==> config.mk <==
export PLATFORM = sky130hd
export DESIGN_NAME = vga_controller
export DESIGN_NICKNAME = d
export VERILOG_FILES = /design/src/rtl/vga_pkg.sv /design/src/rtl/vga_timing.sv /design/src/rtl/vga_controller.sv
export SDC_FILE = /design/constraint.sdc
export NUM_CORES = 1
export LEC_CHECK = 0
export BUFFER_PORTS_ARGS = -buffer_cell sky130_fd_sc_hd__buf_2
export CAP_MARGIN = 20
export CELL_PAD_IN_SITES_DETAIL_PLACEMENT = 1
export CELL_PAD_IN_SITES_GLOBAL_PLACEMENT = 1
export CORE_AREA = 2 2 106 108
export CTS_BUF_LIST = sky130_fd_sc_hd__clkbuf_8
export DETAILED_ROUTE_END_ITERATION = 7
export DIE_AREA = 0 0 108 110
export PLACE_DENSITY_LB_ADDON = 0.3
export SYNTH_ARGS = -nofsm -noshare
export SYNTH_HDL_FRONTEND = slang
export SYNTH_HIERARCHICAL = 1
export SYNTH_SLANG_ARGS = --single-unit
==> constraint.sdc <==
create_clock -name clk -period 3.4 [get_ports clk]
set_input_delay 0.68 -clock clk [delete_from_list [all_inputs] [get_ports clk]]
set_output_delay 0.68 -clock clk [all_outputs]
set_load 0.05 [all_outputs]
==> src/rtl/vga_pkg.sv <==
// vga_pkg: 640x480@60Hz timing constants, colour type and the per-axis
// dot bounce step shared by the VGA controller files.
package vga_pkg;

  localparam int H_VISIBLE = 640;
  localparam int H_FP      = 16;
  localparam int H_SYNC    = 96;
  localparam int H_BP      = 48;
  localparam int H_TOTAL   = H_VISIBLE + H_FP + H_SYNC + H_BP;

  localparam int V_VISIBLE = 480;
  localparam int V_FP      = 10;
  localparam int V_SYNC    = 2;
  localparam int V_BP      = 33;
  localparam int V_TOTAL   = V_VISIBLE + V_FP + V_SYNC + V_BP;

  typedef logic [11:0] rgb12_t;

  localparam rgb12_t GRID_COLOR = 12'h444;

  // Direction of travel on one axis; this is the state of the bounce FSM.
  typedef enum logic {DIR_POS = 1'b0, DIR_NEG = 1'b1} dir_e;

  typedef struct packed {
    logic [9:0] pos;
    dir_e       dir;
  } axis_t;

  // One frame step on one axis. Sums are taken at 11 bits so pos+step never
  // wraps; hitting a wall clamps to the wall and flips direction.
  function automatic axis_t axis_step(axis_t cur, logic [10:0] limit, logic [10:0] step);
    axis_t nxt;
    nxt = cur;
    if (cur.dir == DIR_POS) begin
      if ({1'b0, cur.pos} + step > limit) begin
        nxt.pos = limit[9:0];
        nxt.dir = DIR_NEG;
      end else begin
        nxt.pos = cur.pos + step[9:0];
      end
    end else begin
      if ({1'b0, cur.pos} < step) begin
        nxt.pos = '0;
        nxt.dir = DIR_POS;
      end else begin
        nxt.pos = cur.pos - step[9:0];
      end
    end
    return nxt;
  endfunction

endpackage

==> src/rtl/vga_timing.sv <==
// vga_timing: divide-by-4 pixel strobe, h/v raster counters, raw (unregistered)
// syncs, visible-area flag and a once-per-frame pulse for the dot update.
// Timing defaults come from vga_pkg; they are parameters so smaller rasters
// can be built from the same logic.
module vga_timing import vga_pkg::*; #(
  parameter int H_VIS   = H_VISIBLE,
  parameter int H_FRONT = H_FP,
  parameter int H_PULSE = H_SYNC,
  parameter int H_BACK  = H_BP,
  parameter int V_VIS   = V_VISIBLE,
  parameter int V_FRONT = V_FP,
  parameter int V_PULSE = V_SYNC,
  parameter int V_BACK  = V_BP
) (
  input  logic       clk,
  input  logic       reset,
  output logic       pix_tick,
  output logic [9:0] h_cnt,
  output logic [9:0] v_cnt,
  output logic       hsync_raw,
  output logic       vsync_raw,
  output logic       visible,
  output logic       frame_end
);

  localparam int H_TOT = H_VIS + H_FRONT + H_PULSE + H_BACK;
  localparam int V_TOT = V_VIS + V_FRONT + V_PULSE + V_BACK;

  logic [1:0]  divider;
  logic [10:0] h11, v11;

  assign h11 = {1'b0, h_cnt};
  assign v11 = {1'b0, v_cnt};

  // Free-running clk/4 divider; the pixel strobe is its terminal count.
  always_ff @(posedge clk or negedge reset) begin
    if (!reset) divider <= '0;
    else        divider <= divider + 2'd1;
  end

  assign pix_tick = (divider == 2'd3);

  // Raster counters: h wraps at line end and carries into v.
  always_ff @(posedge clk or negedge reset) begin
    if (!reset) begin
      h_cnt <= '0;
      v_cnt <= '0;
    end else if (pix_tick) begin
      if (h_cnt == 10'(H_TOT - 1)) begin
        h_cnt <= '0;
        if (v_cnt == 10'(V_TOT - 1)) v_cnt <= '0;
        else                         v_cnt <= v_cnt + 10'd1;
      end else begin
        h_cnt <= h_cnt + 10'd1;
      end
    end
  end

  assign hsync_raw = !(h11 >= 11'(H_VIS + H_FRONT) && h11 < 11'(H_VIS + H_FRONT + H_PULSE));
  assign vsync_raw = !(v11 >= 11'(V_VIS + V_FRONT) && v11 < 11'(V_VIS + V_FRONT + V_PULSE));
  assign visible   = (h11 < 11'(H_VIS)) && (v11 < 11'(V_VIS));

  // End of the line after the last visible row: the dot moves here so it is
  // never redrawn half-way through a visible frame.
  assign frame_end = pix_tick && (h_cnt == 10'(H_TOT - 1)) && (v_cnt == 10'(V_VIS - 1));

endmodule

==> src/rtl/vga_controller.sv <==
// vga_controller: 640x480@60Hz VGA generator drawing one bouncing square dot.
// Optional build macro VGA_GRID_EN overlays a grey 32-pixel grid behind the dot.
// Outputs are registered on the pixel strobe, one pixel period behind the counters.
module vga_controller import vga_pkg::*; #(
  parameter int     DOT_SIZE  = 8,
  parameter int     START_X   = 100,
  parameter int     START_Y   = 50,
  parameter int     DOT_STEP  = 1,
  parameter rgb12_t DOT_COLOR = 12'hFFF,
  parameter int     H_VIS     = H_VISIBLE,
  parameter int     H_FRONT   = H_FP,
  parameter int     H_PULSE   = H_SYNC,
  parameter int     H_BACK    = H_BP,
  parameter int     V_VIS     = V_VISIBLE,
  parameter int     V_FRONT   = V_FP,
  parameter int     V_PULSE   = V_SYNC,
  parameter int     V_BACK    = V_BP
) (
  input  logic       clk,
  input  logic       reset,
  output logic       hSync,
  output logic       vSync,
  output logic [3:0] VGA_R,
  output logic [3:0] VGA_G,
  output logic [3:0] VGA_B
);

  logic       pix_tick, hsync_raw, vsync_raw, visible, frame_end;
  logic [9:0] h_cnt, v_cnt;

  vga_timing #(
    .H_VIS(H_VIS), .H_FRONT(H_FRONT), .H_PULSE(H_PULSE), .H_BACK(H_BACK),
    .V_VIS(V_VIS), .V_FRONT(V_FRONT), .V_PULSE(V_PULSE), .V_BACK(V_BACK)
  ) u_timing (
    .clk       (clk),
    .reset     (reset),
    .pix_tick  (pix_tick),
    .h_cnt     (h_cnt),
    .v_cnt     (v_cnt),
    .hsync_raw (hsync_raw),
    .vsync_raw (vsync_raw),
    .visible   (visible),
    .frame_end (frame_end)
  );

  axis_t ax_x, ax_y, ax_x_nxt, ax_y_nxt;

  // Dot position/direction register (bounce FSM state).
  always_ff @(posedge clk or negedge reset) begin
    if (!reset) begin
      ax_x <= '{pos: 10'(START_X), dir: DIR_POS};
      ax_y <= '{pos: 10'(START_Y), dir: DIR_POS};
    end else begin
      ax_x <= ax_x_nxt;
      ax_y <= ax_y_nxt;
    end
  end

  // Bounce next-state: both axes step independently once per frame.
  always_comb begin
    ax_x_nxt = ax_x;
    ax_y_nxt = ax_y;
    if (frame_end) begin
      ax_x_nxt = axis_step(ax_x, 11'(H_VIS - DOT_SIZE), 11'(DOT_STEP));
      ax_y_nxt = axis_step(ax_y, 11'(V_VIS - DOT_SIZE), 11'(DOT_STEP));
    end
  end

  logic [10:0] h11, v11, x11, y11;
  logic        in_dot;
  rgb12_t      pix_color, rgb;

  assign h11 = {1'b0, h_cnt};
  assign v11 = {1'b0, v_cnt};
  assign x11 = {1'b0, ax_x.pos};
  assign y11 = {1'b0, ax_y.pos};

  assign in_dot = (h11 >= x11) && (h11 < x11 + 11'(DOT_SIZE)) &&
                  (v11 >= y11) && (v11 < y11 + 11'(DOT_SIZE));

  // Pixel colour for the current counters; blanking forces black.
  always_comb begin
    pix_color = '0;
    if (visible) begin
      if (in_dot) pix_color = DOT_COLOR;
`ifdef VGA_GRID_EN
      else if (h_cnt[4:0] == 5'd0 || v_cnt[4:0] == 5'd0) pix_color = GRID_COLOR;
`endif
    end
  end

  // Output registers: sync and colour sampled together so they stay aligned.
  always_ff @(posedge clk or negedge reset) begin
    if (!reset) begin
      hSync <= 1'b1;
      vSync <= 1'b1;
      rgb   <= '0;
    end else if (pix_tick) begin
      hSync <= hsync_raw;
      vSync <= vsync_raw;
      rgb   <= pix_color;
    end
  end

  assign VGA_R = rgb[11:8];
  assign VGA_G = rgb[7:4];
  assign VGA_B = rgb[3:0];

endmodule

# ---- After elaboration in Yosys (flattened, before gate mapping)
# Cells that the tools add are included.
dict set report totals {
  reg_bits 58
  output_inout_bits 14
  ram_bits 0
  mem_count 0
  elab_cells 64
  latchBits 0
  rom_bits 0
}
dict set report op_classes {
  bitwise_logic 0
  n_addsub 11
  mux 14
  shift 0
  n_div 0
  mul 0
  n_eq_ne 4
  magnitude_cmp 14
  reduce_logical 11
}
# operator count
set ops {}
lappend ops {{10-bit 2-to-1 mux} 6}
lappend ops {{10-bit by 1-bit adder with 10-bit output (second input constant)} 4}
lappend ops {{12-bit 2-to-1 mux} 2}
lappend ops {{10-bit by 1-bit adder with 11-bit output (second input constant)} 2}
lappend ops {{10-bit by 4-bit adder with 11-bit output (second input constant)} 2}
lappend ops {{10-bit by 11-bit less-than comparator with 1-bit output} 2}
lappend ops {{11-bit 2-to-1 mux} 2}
lappend ops {{10-bit equality test (second input constant)} 2}
lappend ops {{10-bit greater-or-equal comparator} 2}
lappend ops {{10-bit by 1-bit less-than comparator with 1-bit output (second input constant)} 2}
lappend ops {{10-bit less-than comparator (second input constant)} 2}
lappend ops {{10-bit by 9-bit less-than comparator with 1-bit output (second input constant)} 2}
lappend ops {{10-bit by 1-bit subtractor with 10-bit output (second input constant)} 2}
lappend ops {{11-bit by 10-bit > comparator with 1-bit output (second input constant)} 1}
lappend ops {{11-bit by 9-bit > comparator with 1-bit output (second input constant)} 1}
lappend ops {{10-bit by 9-bit equality test with 1-bit output (second input constant)} 1}
lappend ops {{10-bit greater-or-equal comparator (second input constant)} 1}
lappend ops {{10-bit by 9-bit greater-or-equal comparator with 1-bit output (second input constant)} 1}
lappend ops {{1-bit logical AND} 8}
lappend ops {{1-bit 2-to-1 mux} 4}
lappend ops {{2-bit by 1-bit adder with 2-bit output (second input constant)} 1}
lappend ops {{2-bit equality test (second input constant)} 1}
lappend ops {{1-bit zero test} 2}
lappend ops {{2-bit AND reduction} 1}

# ---- Depth between registers and ports, before layout
# Gate-level depths: netlist of run 1.
dict set report depth {
  word_depth 7
  ltp_mapped 12
  depth_no_buf 10
}

# ---- By module
# The synthesis of run 1 kept the hierarchy.
# mod n_inst seq_area_each_um2 area_per_inst_um2 cells_per_inst
set by_module_without_submodules {}
lappend by_module_without_submodules {vga_controller 1 635.6 3337.0 426}
lappend by_module_without_submodules {vga_timing 1 550.5 1256.2 126}

# ---- Worst setup path after synthesis of run 1
# OpenSTA, ideal clock, no wires.
dict set report synth_timing {
  kind {register -> register}
  start {register u_timing.divider[0]}
  end {register ax_x[0] in the netlist's numbering}
  path_slack_ns 0.865
  path_stages_with_launch 12
  arrival_ns 2.406
  setup_ns 0.130
  period_less_slack_ns 2.535
  path_cell_list {dfrtp_1 -> ha_1 -> buf_2 -> nand2_1 -> nor4_4 -> and3_1 -> clkbuf_1 -> inv_1 -> clkbuf_1 -> clkbuf_1 -> nor3_1 -> o22ai_1}
}
dict set report synth_between {
  elab_chain_len 3
}
# element line
set synth_rtl {}
lappend synth_rtl {{start: declaration} vga_timing.sv:29} ;# logic [1:0] divider;
lappend synth_rtl {{start signal: assignment} vga_timing.sv:38} ;# else divider <= divider + 2'd1;
lappend synth_rtl {{2-bit equality test} vga_timing.sv:41} ;# assign pix_tick = (divider == 2'd3);
lappend synth_rtl {{named net pix_tick} vga_controller.sv:28} ;# logic pix_tick, hsync_raw, vsync_raw, visible, frame_end;
lappend synth_rtl {{1-bit logical AND (2 in a row)} vga_timing.sv:65} ;# assign frame_end = pix_tick && (h_cnt == 10'(H_TOT - 1)) && (v_cnt == 10'(V_VIS - 1));
lappend synth_rtl {{named net frame_end} vga_controller.sv:28}
lappend synth_rtl {{end signal: assignment} vga_controller.sv:51} ;# ax_x <= '{pos: 10'(START_X), dir: DIR_POS};
lappend synth_rtl {{end signal: assignment} vga_controller.sv:54} ;# ax_x <= ax_x_nxt;
lappend synth_rtl {{end: declaration} vga_controller.sv:46} ;# axis_t ax_x, ax_y, ax_x_nxt, ax_y_nxt;
# The timed path passes the listed nets, and every way through them passes these cells.
# A chain may end at the register's enable or synchronous reset.

# ---- Worst setup path in the final report of run 1
dict set report layout_timing {
  start {register ax_x[5] in the netlist's numbering}
  end {register rgb[10]}
}
dict set report layout_between {
  elab_chain_len 7
  word_cells_on_any_way 8
  classes_between {add/sub: 1; order compare: 2; mux: 2; reduce/logical: 3}
}
# element line
set layout_rtl {}
lappend layout_rtl {{10-bit by 4-bit adder with 11-bit output} vga_controller.sv:78} ;# assign in_dot = (h11 >= x11) && (h11 < x11 + 11'(DOT_SIZE)) &&
lappend layout_rtl {{10-bit by 11-bit less-than comparator with 1-bit output} vga_controller.sv:78}
lappend layout_rtl {{1-bit logical AND (*) (2 in a row)} vga_controller.sv:78}
lappend layout_rtl {{1-bit logical AND (*)} vga_controller.sv:79} ;# (v11 >= y11) && (v11 < y11 + 11'(DOT_SIZE));
lappend layout_rtl {{12-bit 2-to-1 mux (*)} vga_controller.sv:85} ;# if (in_dot) pix_color = DOT_COLOR;
lappend layout_rtl {{12-bit 2-to-1 mux (*)} vga_controller.sv:84} ;# if (visible) begin
lappend layout_rtl {{end signal: assignment} vga_controller.sv:101} ;# rgb <= pix_color;
lappend layout_rtl {{end: declaration} vga_controller.sv:71} ;# rgb12_t pix_color, rgb;
# Every way passes the cells marked *; elsewhere a longest branch is shown, timed or not.

==> results of run 1 <==
cells in the mapped netlist, types with 3 or more instances:
cell type | n | area (sq um)
sky130_fd_sc_hd__ha_1 | 49 | 613.1
sky130_fd_sc_hd__nand2_1 | 44 | 165.2
sky130_fd_sc_hd__dfrtp_1 | 39 | 975.9
sky130_fd_sc_hd__inv_1 | 39 | 146.4
sky130_fd_sc_hd__nor2_1 | 38 | 142.6
sky130_fd_sc_hd__a21oi_1 | 31 | 155.2
sky130_fd_sc_hd__nand3_1 | 27 | 135.1
sky130_fd_sc_hd__o21ai_0 | 27 | 135.1
sky130_fd_sc_hd__nor3_1 | 21 | 105.1
sky130_fd_sc_hd__xnor2_1 | 19 | 166.4
sky130_fd_sc_hd__clkbuf_1 | 15 | 56.30
sky130_fd_sc_hd__buf_4 | 14 | 105.1
sky130_fd_sc_hd__nand4_1 | 14 | 87.58
sky130_fd_sc_hd__a21o_1 | 9 | 67.56
sky130_fd_sc_hd__a31oi_1 | 9 | 56.30
sky130_fd_sc_hd__dfstp_2 | 8 | 210.2
sky130_fd_sc_hd__nand2b_1 | 8 | 50.05
sky130_fd_sc_hd__o2111ai_1 | 7 | 61.31
sky130_fd_sc_hd__o31ai_1 | 7 | 52.55
sky130_fd_sc_hd__or3_1 | 7 | 43.79
sky130_fd_sc_hd__buf_2 | 6 | 30.03
sky130_fd_sc_hd__and3_1 | 5 | 31.28
sky130_fd_sc_hd__nor2b_1 | 5 | 31.28
sky130_fd_sc_hd__o21a_1 | 5 | 37.54
sky130_fd_sc_hd__o22ai_1 | 5 | 31.28
sky130_fd_sc_hd__xor2_1 | 5 | 43.79
sky130_fd_sc_hd__a221o_1 | 4 | 40.04
sky130_fd_sc_hd__a22oi_1 | 4 | 30.03
sky130_fd_sc_hd__and2_1 | 4 | 25.02
sky130_fd_sc_hd__and4_1 | 4 | 35.03
sky130_fd_sc_hd__nor4_1 | 4 | 25.02
sky130_fd_sc_hd__o31a_1 | 4 | 35.03
sky130_fd_sc_hd__o32ai_1 | 4 | 35.03
sky130_fd_sc_hd__mux2_2 | 3 | 33.78
worst max-delay path: stages, from the launching register on:
cell and delay (ns):
sky130_fd_sc_hd__dfrtp_1 0.63, sky130_fd_sc_hd__ha_1 0.35, sky130_fd_sc_hd__nand3_2 0.17, sky130_fd_sc_hd__nor2_1 0.19, sky130_fd_sc_hd__xnor2_1 0.14, sky130_fd_sc_hd__ha_1 0.27, sky130_fd_sc_hd__a21oi_1 0.19, sky130_fd_sc_hd__o311ai_0 0.20
sky130_fd_sc_hd__a211o_1 0.29, sky130_fd_sc_hd__o41ai_1 0.32
cells by family (layout without fill, tap and decap cells):
group,Yosys count,after routing
adder cells (fa/ha/maj),49,49
buffers and inverters,78,69
AO/OA/AOI/OAI,145,145
flip-flops,47,47
AND/OR/NAND/NOR,205,205
XOR/XNOR,24,24
multiplexers,4,4
cell type report:
class,instances,area [sq um]
tap,140,175.2
multi-input combinational,427,3030
fill,1337,5919
sequential,47,1186
timing repair buffer,22,127.6
inverter,39,146.4
clock inverter,3,43.79
clock buffer,5,68.82
report_power, final:
group	switching [mW]	internal, mW	total [mW]	leakage (nW)
Combinational	0.0126	0.00190	0.0145	1.33
Clock	0.217	0.219	0.436	0.0581
Sequential	0	0.559	0.559	0.614
Total	0.229	0.780	1.01	2.00
cells in the final DEF, fill, tap and decap left out, types with 5 or more instances in the layout:
master,netlist,routed
sky130_fd_sc_hd__dfstp_2,8,8
sky130_fd_sc_hd__buf_4,14,7
sky130_fd_sc_hd__buf_2,6,15
sky130_fd_sc_hd__xnor2_1,19,19
sky130_fd_sc_hd__o31ai_1,7,7
sky130_fd_sc_hd__nor3_1,21,21
sky130_fd_sc_hd__and3_1,5,5
sky130_fd_sc_hd__o22ai_1,5,5
sky130_fd_sc_hd__a21o_1,9,9
sky130_fd_sc_hd__a21oi_1,31,31
sky130_fd_sc_hd__nand3_1,27,27
sky130_fd_sc_hd__nand2_1,44,44
sky130_fd_sc_hd__nor2b_1,5,5
sky130_fd_sc_hd__inv_1,39,39
sky130_fd_sc_hd__a31oi_1,9,9
sky130_fd_sc_hd__o21a_1,5,5
sky130_fd_sc_hd__dfrtp_1,39,39
sky130_fd_sc_hd__clkbuf_8,0,5
sky130_fd_sc_hd__o2111ai_1,7,7
sky130_fd_sc_hd__xor2_1,5,5
sky130_fd_sc_hd__or3_1,7,7
sky130_fd_sc_hd__nand4_1,14,14
sky130_fd_sc_hd__nor2_1,38,38
sky130_fd_sc_hd__o21ai_0,27,27
sky130_fd_sc_hd__ha_1,49,49
sky130_fd_sc_hd__nand2b_1,8,8
state kept, by name, summed over array words and instances (netlist names):
signal / flops
ax_x: 11
u_timing/divider: 2
rgb: 1
vSync: 1
u_timing/v_cnt: 10
u_timing/h_cnt: 10
hSync: 1
ax_y: 11
worst max-delay path by stage:
stage	slack, ns	cells past startpoint	endpoint	startpoint
2_1_floorplan	0.86	11	ax_x[0]$_DFFE_PN0P_	u_timing/divider[0]$_DFF_PN0_
3_3_place_gp	0.68	9	rgb[10]$_DFFE_PN0P_	ax_x[4]$_DFFE_PN0P_
3_5_place_dp	0.53	9	rgb[10]$_DFFE_PN0P_	ax_x[4]$_DFFE_PN0P_
4_1_cts	0.52	9	rgb[10]$_DFFE_PN0P_	ax_x[4]$_DFFE_PN0P_
5_1_grt	0.34	9	rgb[10]$_DFFE_PN0P_	ax_x[4]$_DFFE_PN0P_
6_report	0.54	9	rgb[10]$_DFFE_PN0P_	ax_x[5]$_DFFE_PN0P_
stage by stage:
| step | hold WS (ns) | util (%) |
|---|---|---|
| 2_1_floorplan | 0.3844 | - |
| 3_3_place_gp | 0.4115 | 43.61 |
| 3_5_place_dp | 0.4222 | 43.61 |
| 4_1_cts | 0.3059 | 44.67 |
| 5_1_grt | 0.3278 | 44.67 |
| 6_report | 0.3048 | 44.67 |
layer usage:
| layer | GRT usage [%] | share of wire (%) | vias up |
|---|---|---|---|
| met1 | 30.12 | 46 | 2045 |
| met3 | 2.646 | 2.3 | 12 |
| met4 | 6.502 | 1.6 | 0 |
| li1 | - | - | 2015 |
| met5 | 0 | 0 | - |
| met2 | 41.37 | 50 | 52 |
==> results.yml, run 1 <==
outcome:
  run_status: "finished clean"
job:
  maxCapViolations: 0
synth:
  synth_xor_xnor_area_share_pct: 4.576
  asyncSetResetFlopFracSynth_pct: 100.0
  yosys-mux-area-fraction_pct: 0.9534
  synth-seq-area-share_pct: 25.82
  synth_area_per_cell_sq_um: 8.321
  mappedNetlistArea_sq_um: 4593
  ys_seq_elements: 47
  combinational_family_with_the_most_area_after_synthesis: "simple AND/OR/NAND/NOR gates"
  synth_simple_gate_area_share_pct: 24.54
  synth-adder-area-share_pct: 13.35
  post_synth_edffs: 0
  synthesis.nets: 603
  synth-compound-area-share_pct: 22.56
  top_reg_cell_synth: "sky130_fd_sc_hd__dfrtp_1"
  ys.warnings.count: 6
  number_of_cells_produced_by_synthesis: 552
  synthDistinctLibCells: 77
sta:
  grt_setup_unrepaired: "false"
  timing.final.crit_share_pct: 84.25
  clock_skew_ns: 0.005670
  timing_worst_slew_pin_value_ns: 0.7861
  timing.max_slew.rel_slack_pct: 47.11
  finalWorstPathRequiredPeriod_ns: 2.865
  achievable-frequency_ghz: 0.3491
  slew_violations: 0
  fin_ws_ns: 0.5354
  final-setup-viol-count: 0
  setup_total_negative_slack_ns: 0
  final_hold_viol_count: 0
die:
  horizontal_die_dimension_um: 108
  die-height_um: 110
  boundaryPins: 16
  design.die.area_sq_um: 11880
  rows: 38
  initial_standard_cell_utilization_of_the_core_pct: 42.94
  core_area_sq_um: 10700
setup_path:
  worst_ep_arrival_time_ns: 3.08
  worstReg2RegStart: "ax_x[5]$_DFFE_PN0P_"
  critical_setup_path_kind: "reg2reg"
  cp_max_fo: 9
  timing.critical_path.to_type: "flop"
  timing.critical_path.required_ns: 3.61
  critPathLaunchType: "flop"
  setup.reg_to_reg.worst_slack_ns: 0.54
  worst_reg2reg_path_endpoint: "rgb[10]$_DFFE_PN0P_"
  ff2ff_path_depth: 9
min_path:
  holdCritPathClass: "in2async"
pwr:
  power_per_cell_area_nw_per_um2: 211.3
  leak_nw: 2.002
  vdd_ir_drop_max_uv: 158.9
  total_power_mw: 1.010
grt:
  first_global_vias: 4309
  grt_remaining_overflow: 0
  global_route_wire_length_before_repair_mm: 22.07
  grt_antenna_before_repair: 0
  global_route.usage.total_pct: 23.34
  grt_start_max_net_pins: 27
place:
  dpl.hpwl_mm: 9.765
  gp_routability_congestion: 0.8751
  preCtsSetupSlack_ns: 0.5294
  placedCellCount: 675
  portBuffers: 15
  standard_cell_area_after_detailed_placement_sq_um: 4666
clock_network:
  clock_tree.root_cell: "sky130_fd_sc_hd__clkbuf_8"
  cts_tree: "built"
  h-tree-depth: 2
  clock_latency_ns: 0.32
  worst_setup_hold_path_clk_slew_ns: 0.10
  postCtsSetupBuffers: 0
  cts_hold_repair.buffers: 0
  clock_sinks: 47
  cts_resized: 0
  clockBufferDepth: 2
  cts_inserted_buffers: 5
drt:
  viasPerCell: 6.038
  wl_mm: 12.94
  num_vias: 4124
  firstDrtPassIters: 4
  drcViolationCount: 0
  initialDrtViolationCount: 130
  routedWlPerCell_um: 18.95
  postRouteAntennaNets: 0
final_layout:
  antenna-diode-count: 0
  layout-area-overhead-vs-synth_pct: 4.032
  post_layout_instance_area_sq_um: 4778
  drive_above_1_share_pct: 11.42
  final_net_count: 593
  finalNonFillerCells: 683
Power figures use the tool's default switching activity.
==> run 2, diff against run 1 <==
Clock period 3.4 ns to 2.9 ns, I/O delays scaled along.
==> run 2 against run 1 <==
  * Non-clock buffer count increased by 11
  * Maximum frequency increased by 7.5%
  * Critical path depth unchanged
  * Largest cell class unchanged
  * Worst hold slack got worse by 0.045 ns
  * Combinational power increased by 26%
  * Via count increased by 2.5%
  * Core utilization increased by 0.74 points
  * Final area increased by 1.6%
  * Sequential power increased by 17%
  * Clock-buffer cell count unchanged
  * Wire length increased by 3.4%
  * Critical path type unchanged
==> results.yml, run 2 (same netlist as run 1, synthesis figures left out) <==
setup_path:
  cp_common_cell: "sky130_fd_sc_hd__ha_1"
  critical_setup_path_kind: "reg2reg"
  timing.critical_path.slowest_cell_delay_ns: 0.54
  timing.critical_path.to_type: "flop"
  critical_path_buf_inv_count: 0
  cp_max_fo: 6
  worst_path_dominant_cell_family: "compound AO/OA/AOI/OAI gates"
  timing.critical_path.required_ns: 3.12
  critPathLaunchType: "flop"
  worst_ep_arrival_time_ns: 2.89
  critPathSlowestCell: "sky130_fd_sc_hd__dfrtp_1"
  worstPathCellList: "ha_1 > nand3_2 > nor2_1 > xnor2_1 > ha_1 > a21oi_1 > o311ai_0 > a211o_1 > o41ai_1"
final_layout:
  reg_top3: "ax_x: 11 flops, ax_y: 11 flops"
  fin_util_pct: 45.40
  num-fill-cells: 1311
  finalNonFillerCells: 694
  mostFrequentLayoutCell: "sky130_fd_sc_hd__ha_1"
  most-common-layout-cells: "sky130_fd_sc_hd__ha_1, sky130_fd_sc_hd__nand2_1, sky130_fd_sc_hd__inv_1"
  antenna-diode-count: 0
  final_net_count: 604
  layout-area-overhead-vs-synth_pct: 5.748
  drive_above_1_share_pct: 13.36
sta:
  achievable-frequency_ghz: 0.3752
  grt_setup_unrepaired: "false"
  timing.max_slew.rel_slack_pct: 58.42
  final_hold_viol_count: 0
  finalWorstPathRequiredPeriod_ns: 2.665
  timing.final.crit_share_pct: 91.90
  final-setup-viol-count: 0
  setup_total_negative_slack_ns: 0
  slew_violations: 0
  timing_worst_slew_pin_value_ns: 0.6237
  clock_skew_ns: 0.01038
pwr:
  leak_nw: 2.053
  power_switching_uw: 301.8
  sequentialPowerShare_pct: 57.5
  power.share.switching_pct: 26.45
  share_comb_of_total_power_pct: 1.6
  power_report.internal_total_uw: 839.2
  power_per_cell_area_nw_per_um2: 234.9
  clkPwrFrac_pct: 40.9
  vdd_ir_drop_max_uv: 153.6
drt:
  routedWlPerCell_um: 19.28
  viasPerCell: 6.094
  drcViolationCount: 0
  initialDrtViolationCount: 187
  num_vias: 4229
  firstDrtPassIters: 4
  postRouteAntennaNets: 0
  wl_mm: 13.38
clock_network:
  clock_latency_ns: 0.32
  h-tree-depth: 2
  clockBufferDepth: 2
  clock_sinks: 47
  cts_hold_repair.buffers: 0
  worst_setup_hold_path_clk_slew_ns: 0.11
  cts_inserted_buffers: 5
  clock_tree.root_cell: "sky130_fd_sc_hd__clkbuf_8"
  cts_tree: "built"
place:
  placedCellCount: 686
  dpl.hpwl_mm: 10.09
  gp_routability_congestion: 0.8979
  portBuffers: 15
grt:
  grt_remaining_overflow: 0
  global_route.usage.total_pct: 23.48
  grt_antenna_before_repair: 0
  global_route_wire_length_before_repair_mm: 22.29
  first_global_vias: 4365
  grt_start_max_net_pins: 27
min_path:
  holdCritPathClass: "in2async"
die:
  horizontal_die_dimension_um: 108
  design.die.area_sq_um: 11880
  die-height_um: 110
  core_area_sq_um: 10700
  rows: 38
  boundaryPins: 16
  initial_standard_cell_utilization_of_the_core_pct: 42.94
job:
  maxCapViolations: 0
outcome:
  run_status: "finished clean"
run 2: cell count changes in the layout (fill, tap and decap cells not counted), sizes merged:
cell,previous run,this run
buf,22,33
inv,39,42
clkinv,2,0
bufinv,1,0
run 2: per-layer routing:
layer / vias to the layer above / share of wire (%) / global-route usage [%]
met1: 2143 / 45 / 29.35
met3: 12 / 2.3 / 2.469
met4: 0 / 0.87 / 5.128
met5: - / 0 / 0
met2: 51 / 52 / 43.67
li1: 2023 / - / -
run 2: repair_timing:
item                                    4_1_cts  5_1_grt
endpoints found under the hold margin         0        0
buffers inserted                              0        0
resized for setup                             0        1
endpoints found under the setup margin        0        1
run 2: per-stage QoR:
step	worst slack, ns	power, mW	cell area (sq um)	hold slack (ns)
after global placement	0.3409	0.6865	4761	0.4122
after floorplan	0.3647	0.6681	4593	0.2844
after global routing	0.01753	1.179	4857	0.2882
after CTS	0.2255	1.152	4856	0.2666
final	0.2349	1.141	4857	0.2599
after detailed placement	0.2366	0.6873	4761	0.4172
run 2: worst reg2reg max path, delay by kind of cell, from the launching register on:
family | cells | cell delay, ns
AO/OA/AOI/OAI | 4 | 0.98
XOR/XNOR | 1 | 0.13
adder cells (fa/ha/maj) | 2 | 0.58
flip-flops | 1 | 0.54
AND/OR/NAND/NOR | 2 | 0.35
run 2: final timing paths:
kind	from	to	slack, ns	cells after the start
max	ax_x[4]$_DFFE_PN0P_	rgb[10]$_DFFE_PN0P_	0.23	9
min	reset	rgb[10]$_DFFE_PN0P_	0.26	1
max reg2reg	ax_x[4]$_DFFE_PN0P_	rgb[10]$_DFFE_PN0P_	0.23	9
min reg2reg	u_timing/divider[0]$_DFF_PN0_	u_timing/divider[0]$_DFF_PN0_	0.43	1
max in group asynchronous	reset	ax_x[6]$_DFFE_PN1P_	1.99	2
min in group clk	u_timing/divider[0]$_DFF_PN0_	u_timing/divider[0]$_DFF_PN0_	0.43	1
run 2: final cells by class:
| cell class | count | area [sq um] | area share, % |
|---|---|---|---|
| multi-input cells | 427 | 3030 | 62.39 |
| flip-flops and latches | 47 | 1187 | 24.45 |
| repair buffers | 33 | 222.7 | 4.585 |
| well taps | 140 | 175.2 | 3.606 |
| inverters | 39 | 146.4 | 3.014 |
| clock buffers | 5 | 68.82 | 1.417 |
| clock inverters | 3 | 26.28 | 0.5410 |
run 2: power groups by stage:
stage	clock, mW	sequential [mW]	combinational, mW
2_1_floorplan	0	0.668	0.00000137
3_5_place_dp	0	0.668	0.0194
3_3_place_gp	0	0.668	0.0186
4_1_cts	0.477	0.656	0.0194
5_1_grt	0.502	0.656	0.0211
6_report	0.467	0.656	0.0182
==> run 3, diff against run 2 <==
Settings changed: CELL_PAD_IN_SITES_DETAIL_PLACEMENT 1 to 0.
==> run 3 against run 2 <==
  * Worst hold slack worse by 0.0057 ns
  * Non-clock buffer count is 3 higher
  * Clock skew is 0.0025 ns lower
  * Critical path type unchanged
==> results.yml, run 3 (same netlist as run 1, synthesis figures left out) <==
outcome:
  run_status: "finished clean"
grt:
  grt_antenna_before_repair: 0
  use_met3_pct: 2.881
  globalRouteMet1Util_pct: 27.49
  grt_start_max_net_pins: 27
  global_route_wire_length_before_repair_mm: 19.52
  grt_remaining_overflow: 0
  first_global_vias: 3830
  global_route_hottest_layer: "met2"
  grt_use_met2_pct: 34.82
  global_route.usage.total_pct: 20.69
setup_path:
  cp_max_fo: 9
  timing.critical_path.slowest_cell_delay_ns: 0.62
  setup.reg_to_reg.worst_slack_ns: 0.23
  worstPathCellList: "inv_1 > nor3_1 > xnor2_1 > ha_1 > a21o_1 > a21oi_1 > o311ai_0 > a211o_1 > o41ai_1"
  critPathLaunchType: "flop"
  timing.critical_path.required_ns: 3.11
  timing.critical_path.to_type: "flop"
  worst_ep_arrival_time_ns: 2.88
  critical_setup_path_kind: "reg2reg"
  critPathSlowestCell: "sky130_fd_sc_hd__dfstp_2"
  worst_path_dominant_cell_family: "compound AO/OA/AOI/OAI gates"
  critical_path_buf_inv_count: 1
clock_network:
  h-tree-depth: 2
  cts_tree: "built"
  cts_inserted_buffers: 5
  cts_hold_repair.buffers: 0
  clock_tree.root_cell: "sky130_fd_sc_hd__clkbuf_8"
  clock_sinks: 47
  worst_setup_hold_path_clk_slew_ns: 0.10
  clockBufferDepth: 2
  clock_latency_ns: 0.32
sta:
  timing_worst_slew_pin_value_ns: 0.5898
  final_hold_viol_count: 0
  grt_setup_unrepaired: "false"
  final-setup-viol-count: 0
  achievable-frequency_ghz: 0.3750
  setup_total_negative_slack_ns: 0
  finalWorstPathRequiredPeriod_ns: 2.667
  slew_violations: 0
  timing.final.crit_share_pct: 91.95
  clock_skew_ns: 0.007883
  timing.max_slew.rel_slack_pct: 60.68
  fin_ws_ns: 0.2333
drt:
  postRouteAntennaNets: 0
  viasPerCell: 5.911
  wl_mm: 11.70
  drcViolationCount: 0
  initialDrtViolationCount: 213
  num_vias: 4120
  routedWlPerCell_um: 16.79
  firstDrtPassIters: 4
final_layout:
  num-fill-cells: 1092
  drive_above_1_share_pct: 14.00
  antenna-diode-count: 0
  fin_util_pct: 45.61
  most-common-layout-cells: "sky130_fd_sc_hd__ha_1, sky130_fd_sc_hd__nand2_1, sky130_fd_sc_hd__inv_1"
  final_net_count: 607
  layout-area-overhead-vs-synth_pct: 6.238
  reg_top3: "ax_x: 11 flops, ax_y: 11 flops"
  mostFrequentLayoutCell: "sky130_fd_sc_hd__ha_1"
pwr:
  vdd_ir_drop_max_uv: 194.6
  leak_nw: 2.063
  power_per_cell_area_nw_per_um2: 227.1
die:
  rows: 38
  core_area_sq_um: 10700
  die-height_um: 110
  boundaryPins: 16
  design.die.area_sq_um: 11880
  initial_standard_cell_utilization_of_the_core_pct: 42.94
  horizontal_die_dimension_um: 108
min_path:
  holdCritPathClass: "in2async"
place:
  portBuffers: 15
  gp_routability_congestion: 0.8979
  preCtsSetupSlack_ns: 0.2148
  dpl.hpwl_mm: 8.823
job:
  maxCapViolations: 0
-- run 3: cell type report --
cell class / instances / area (sq um) / share of cell area, %
inverters: 39 / 146.4 / 3.000
repair buffers: 36 / 245.2 / 5.026
multi-input cells: 427 / 3030 / 62.10
flip-flops and latches: 47 / 1189 / 24.36
clock buffers: 5 / 68.82 / 1.410
clock inverters: 3 / 25.02 / 0.5128
well taps: 140 / 175.2 / 3.590
-- run 3: through the flow --
step | cells | cell area (sq um) | hold slack [ns] | total power, mW
floorplan | 552 | 4593 | 0.2844 | 0.6681
global placement | 686 | 4761 | 0.4122 | 0.6865
detailed placement | 686 | 4761 | 0.4150 | 0.6868
CTS | 694 | 4855 | 0.2629 | 1.133
global route | 697 | 4880 | 0.2867 | 1.159
finish | 697 | 4880 | 0.2542 | 1.108
-- run 3: path summary, 6_finish.rpt --
kind / depth (start not counted) / startpoint / end
max: 9 / ax_x[7]$_DFFE_PN1P_ / rgb[10]$_DFFE_PN0P_
min: 1 / reset / u_timing/v_cnt[4]$_DFFE_PN0P_
max reg2reg: 9 / ax_x[7]$_DFFE_PN1P_ / rgb[10]$_DFFE_PN0P_
min reg2reg: 1 / u_timing/divider[0]$_DFF_PN0_ / u_timing/divider[0]$_DFF_PN0_
max in group asynchronous: 2 / reset / hSync$_DFFE_PN1P_
min in group clk: 1 / u_timing/divider[0]$_DFF_PN0_ / u_timing/divider[0]$_DFF_PN0_
-- run 3: repair_timing --
item | 4_1_cts | 5_1_grt
endpoints found under the setup margin | 0 | 1
buffers inserted | 0 | 3
resized for setup | 0 | 2
-- run 3: metal layers --
metal | up-vias | wire (um)
met5 | - | 0
met2 | 77 | 5642
met4 | 0 | 232
met3 | 20 | 382
li1 | 2044 | -
met1 | 1979 | 5444
-- run 3: power by group --
group	leakage (nW)	internal [mW]	switching, mW
clock network	0.0443	0.173	0.262
logic	1.41	0.00318	0.0145
registers	0.610	0.655	0
